### src/rtl/jtcop_obj_dma.sv
// jtcop_obj_dma: copies CPU object RAM into the back bank of a double-buffered
// object table and flips the drawer's bank at the first vertical blank after a copy.
module jtcop_obj_dma #(
  parameter int AW = 10,
  parameter int DW = 16
) (
  input  logic          clk,
  input  logic          rst_n,
  input  logic          LVBL,
  input  logic          dma_req,
  output logic          ram_cs,
  output logic [AW-1:0] ram_addr,
  input  logic [DW-1:0] ram_dout,
  input  logic          ram_ok,
  output logic [AW:0]   tbl_waddr,
  output logic [DW-1:0] tbl_wdata,
  output logic          tbl_we,
  output logic          tbl_bank,
  output logic          busy
);
  localparam logic [1:0] IDLE = 2'd0, FETCH = 2'd1, WRITE = 2'd2;
  logic [1:0]    r_st;
  logic          r_req, r_swap, r_first, r_lvbl, r_bank, r_busy;
  logic [AW-1:0] r_cnt;
  logic [AW:0]   r_waddr;
  logic [DW-1:0] r_wdata;
  logic          w_fall, w_start;
  assign w_fall    = r_lvbl & ~LVBL;
  assign w_start   = (r_st == IDLE) & r_req;
  assign ram_cs    = r_st == FETCH;
  assign tbl_we    = r_st == WRITE;
  assign ram_addr  = r_cnt;
  assign tbl_waddr = r_waddr;
  assign tbl_wdata = r_wdata;
  assign tbl_bank  = r_bank;
  assign busy      = r_busy;
  always_ff @(posedge clk or negedge rst_n) begin
    if (!rst_n) begin
      r_st    <= IDLE;
      r_req   <= 1'b0;
      r_swap  <= 1'b0;
      r_first <= 1'b0;
      r_lvbl  <= 1'b1;
      r_bank  <= 1'b0;
      r_busy  <= 1'b0;
      r_cnt   <= '0;
      r_waddr <= '0;
      r_wdata <= '0;
    end else begin
      r_lvbl <= LVBL;
      r_req  <= dma_req | (r_req & ~w_start);
      case (r_st)
        IDLE:
          if (r_req) begin
            r_swap  <= 1'b0;
            r_cnt   <= '0;
            r_busy  <= 1'b1;
            r_first <= 1'b1;
            r_st    <= FETCH;
          end else if (w_fall && r_swap) begin
            r_bank <= ~r_bank;
            r_swap <= 1'b0;
          end
        FETCH: begin
          // an ack in the first request cycle may belong to a previous requester
          r_first <= 1'b0;
          if (!r_first && ram_ok) begin
            r_wdata <= ram_dout;
            r_waddr <= {~r_bank, r_cnt};
            r_st    <= WRITE;
          end
        end
        WRITE:
          if (&r_cnt) begin
            r_busy <= 1'b0;
            r_swap <= 1'b1;
            r_st   <= IDLE;
          end else begin
            r_cnt   <= r_cnt + 1'b1;
            r_first <= 1'b1;
            r_st    <= FETCH;
          end
        default: r_st <= IDLE;
      endcase
    end
  end
endmodule
### config.mk
export PLATFORM = sky130hd
export DESIGN_NAME = jtcop_obj_dma
export DESIGN_NICKNAME = d
export VERILOG_FILES = /design/src/rtl/jtcop_obj_dma.sv
export SDC_FILE = /design/constraint.sdc
export NUM_CORES = 1
export LEC_CHECK = 0
export CAP_MARGIN = 25
export CORE_ASPECT_RATIO = 0.5
export CORE_MARGIN = 4
export CORE_UTILIZATION = 45
export DETAILED_ROUTE_END_ITERATION = 12
export MAX_ROUTING_LAYER = met4
export PLACE_DENSITY = 0.88
export SLEW_MARGIN = 10
export SYNTH_ARGS = -nofsm -noshare
export SYNTH_HDL_FRONTEND = slang
export SYNTH_SLANG_ARGS = --single-unit
### constraint.sdc
create_clock -name clk -period 3 [get_ports clk]
set_input_delay 0.3 -clock clk [delete_from_list [all_inputs] [get_ports clk]]
set_output_delay 0.3 -clock clk [all_outputs]
set_load 0.005 [all_outputs]
==> out/summary.log <==
qor: cells_and_area.drive_above_1_share 19.4%
qor: sta.max_slew.worst_pin.slew 0.490 ns
qor: floorplan.die_height 54.9 µm
qor: cells_and_area.fin_area 2750 µm²
qor: yosys.leading_register_cell_type_out_of_synthesis sky130_fd_sc_hd__dfrtp_1
qor: critical_path.r2r.worst_path.cells 5
qor: critical_path.setup.worst_path.class reg -> out
qor: floorplan.coreArea 4060 µm²
qor: power.max-vdd-ir-drop 0.441 mV
qor: power.p_seq_share 43.7%
qor: sta.fin_crit_sh 79.9%
qor: run.number_of_max_capacitance_violations_reported 0
qor: power.power.share.clock 18.3%
qor: critical_path.critPathLaunchType flop
qor: yosys.synth.cells.most_frequent sky130_fd_sc_hd__dfrtp_1, sky130_fd_sc_hd__mux2_4, sky130_fd_sc_hd__nand2_1, sky130_fd_sc_hd__mux2_2, sky130_fd_sc_hd__o21ai_0
qor: cells_and_area.seqCellArea 1130 µm²
qor: grt.number_of_global_route_vias_before_repair 1479
qor: grt.grt_pass1_wl 6.84 mm
qor: clock_tree.clock_pin_slew_reported_for_the_worst_setup_and_hold_paths_after_clock_tree_synthesis 0.08 ns
qor: floorplan.row_count 16
qor: cells_and_area.finish.net_count 239
qor: critical_path.slowest_stage sky130_fd_sc_hd__dfrtp_1
qor: cells_and_area.finish.utilization 67.6%
qor: sta.post-route-min-period 2.40 ns
qor: clock_tree.cts.root.buffer_cell sky130_fd_sc_hd__clkbuf_8
qor: sta.final_hold_viol_count 0
qor: cells_and_area.diodes 0
qor: clock_tree.htreeDepth 2
qor: yosys.synth.largest_area_cell sky130_fd_sc_hd__dfrtp_1
qor: power.powerDensity 741 nW/µm²
qor: critical_path.worst-r2r-setup-slack 1.09 ns
qor: critical_path.reg2reg_from ram_addr[1]$_DFFE_PN0P_
qor: yosys.syn-mean-instance-area 13.2 µm²
qor: detailed_routing.route.final.wire_length 4.51 mm
qor: cells_and_area.combined_area_of_the_multi_input_logic_cells 790 µm²
qor: cells_and_area.area.growth.synth_to_final 38.5%
qor: critical_path.crit_fanout 13
qor: critical_path.reg2reg_to ram_addr[9]$_DFFE_PN0P_
qor: floorplan.die_area 5600 µm²
qor: status.run_status finished, final reports clean
qor: yosys.netlist.area_leader.share 55.5%
qor: detailed_routing.num_vias 1483
qor: detailed_routing.antenna_left 0
qor: sta.worst_hold_slack 0.379 ns
qor: sta.maxSlewViolCount 0
qor: place.place_hpwl 3.09 mm
qor: grt.grt_util_all_layers 16.8%
qor: cells_and_area.fillers 289
qor: detailed_routing.remaining_drc_errors 0
qor: detailed_routing.dr_vias_cell 5.47
qor: clock_tree.cts_setup_buffers 0
qor: min_path.hold_path_class in -> async
qor: power.cell_internal_pwr 1430 µW
qor: yosys.ys_async_sr_fraction 100%
qor: power.power.static_leakage 0.00118 µW
qor: floorplan.initial_util 48.8%
qor: place.routabilityCongestion 0.885
qor: sta.worst_clock_skew 0.00764 ns
qor: critical_path.worstPathArrival 2.10 ns
qor: yosys.total_standard_cell_area_after_synthesis 1980 µm²
qor: detailed_routing.routed_wire_length_per_instance 16.7 µm
qor: detailed_routing.drt_iter0_markers 101
qor: grt.globalRouteOverflowTotal 0
qor: sta.timing.setup.tns 0 ns
qor: place.placed_cell_areas 2630 µm²
qor: yosys.ys_seq_elements 45
qor: critical_path.worstPathCellList nand2b_1, inv_1, clkdlybuf4s50_1
qor: yosys.synth_fp_nets 172
qor: yosys.post_synth_main_area_contributors sky130_fd_sc_hd__dfrtp_1, sky130_fd_sc_hd__mux2_4, sky130_fd_sc_hd__mux2_2
qor: yosys.share_of_the_yosys_chip_area_belonging_to_registers 56.8%
qor: sta.setup-violations-final 0
qor: power.p_comb_share 38.0%
qor: power.power.net_switching 603 µW
qor: sta.max_freq 417 MHz
qor: yosys.yosys_warnings 0
qor: yosys.synthDistinctLibCells 38
qor: yosys.synth_enable_flop_cells 0
qor: yosys.synth_most_common_cell sky130_fd_sc_hd__dfrtp_1
qor: critical_path.endpoint_kind primary output
qor: critical_path.startpoint r_st[1]$_DFFE_PN0P_
qor: floorplan.die_width 102 µm
qor: grt.maximum_number_of_pins_on_one_net_before_global_route_repair 46
qor: power.power_switching_share 29.6%
qor: sta.maxSlewHeadroom 67.3%
qor: clock_tree.cts_inserted_buffers 5
qor: sta.postLayoutSetupSlackWorst 0.604 ns
qor: floorplan.io_pins 62
qor: sta.rsz0062_at_grt false
qor: clock_tree.clockBufferDepth 2
qor: yosys.postSynthCellCount 150
qor: clock_tree.tritoncts done
qor: critical_path.cp.required 2.70 ns
qor: grt.grt_antenna_before_repair 0
qor: critical_path.cpPeakStageDelay 0.63 ns
qor: clock_tree.cts_sinks 45
qor: clock_tree.worstSkewPairLatency 0.30 ns
qor: place.numPortBuffers 61
qor: detailed_routing.drt_first_pass_iters 4
qor: place.dpl_worst_slack 0.995 ns
-- critical path, delay by kind of cell, from the launching register on --
family | cells | cell delay (ns)
buffers and inverters | 2 | 0.88
DFF | 1 | 0.63
and+or+nand+nor | 1 | 0.28
-- registers in the layout (all words and copies together), names as in the netlist --
register and cells:
r_req 1, tbl_waddr 11, tbl_bank 1, r_swap 1
tbl_wdata 16, r_st 2, r_first 1, ram_addr 10
r_lvbl 1, busy 1
-- timing repair --
action                    in CTS  in global routing
gates resized for setup        0                  0
hold buffers                   0                  1
hold endpoints to repair       0                  6
-- placed cells by master (no fill, tap or decap), types with 3 or more instances in the layout --
| cell | instances |
|---|---|
| sky130_fd_sc_hd__clkdlybuf4s50_1 | 60 |
| sky130_fd_sc_hd__dfrtp_1 | 44 |
| sky130_fd_sc_hd__mux2_4 | 18 |
| sky130_fd_sc_hd__nand2_1 | 11 |
| sky130_fd_sc_hd__mux2_2 | 8 |
| sky130_fd_sc_hd__o21ai_0 | 7 |
| sky130_fd_sc_hd__a21oi_1 | 6 |
| sky130_fd_sc_hd__clkbuf_8 | 6 |
| sky130_fd_sc_hd__nor2_1 | 5 |
| sky130_fd_sc_hd__inv_1 | 5 |
| sky130_fd_sc_hd__a31oi_1 | 4 |
| sky130_fd_sc_hd__nor3_1 | 3 |
-- power by group through the flow --
stage                     Clock, µW  Combinational [µW]  Sequential (µW)
after floorplan                   0                 416              868
after global placement            0                 746              882
after detailed placement          0                 764              897
after CTS                       384                 768              889
after global routing            412                 821              912
final                           372                 772              890
-- routing by layer --
| metal | routed length [µm] | track usage (%) | share of wire, % | up-vias |
|---|---|---|---|---|
| met5 | 0 | - | 0 | - |
| met3 | 306 | 4.26 | 6.8 | 8 |
| li1 | - | - | - | 672 |
| met4 | 52 | 7.19 | 1.2 | 0 |
| met1 | 1850 | 19.2 | 41 | 736 |
| met2 | 2300 | 29.1 | 51 | 67 |
-- worst max path at each step --
| stage | end | slack [ns] |
|---|---|---|
| floorplan | ram_addr[9]$_DFFE_PN0P_ | 1.26 |
| global placement | tbl_we | 1.10 |
| detailed placement | tbl_we | 1.0 |
| CTS | tbl_we | 0.65 |
| global route | tbl_we | 0.50 |
| finish | tbl_we | 0.60 |
-- cells by family (layout without fill, tap and decap cells) --
logic type	Yosys count	after routing	synth area share [%]
DFF	45	45	56.8
and+or+nand+nor	36	36	10.2
muxes	28	28	19.2
AOI/OAI and AO/OA	27	27	8.96
buffers and inverters	11	78	3.34
xor gates and xnor gates	2	2	0.883
adders and majority gates	1	1	0.631
-- final cells by class --
| type | instances | area share [%] |
|---|---|---|
| sequential | 45 | 41.0 |
| multi-input combinational | 94 | 28.7 |
| timing repair buffer | 65 | 23.7 |
| clock buffer | 7 | 3.14 |
| tap | 54 | 2.46 |
| inverter | 6 | 0.911 |
-- through the flow --
step,power (µW),instances
global placement,1630,262
finish,2030,271
floorplan,1280,150
CTS,2040,269
detailed placement,1660,262
global route,2150,271
No activity file was read; power rests on OpenSTA's default activity.
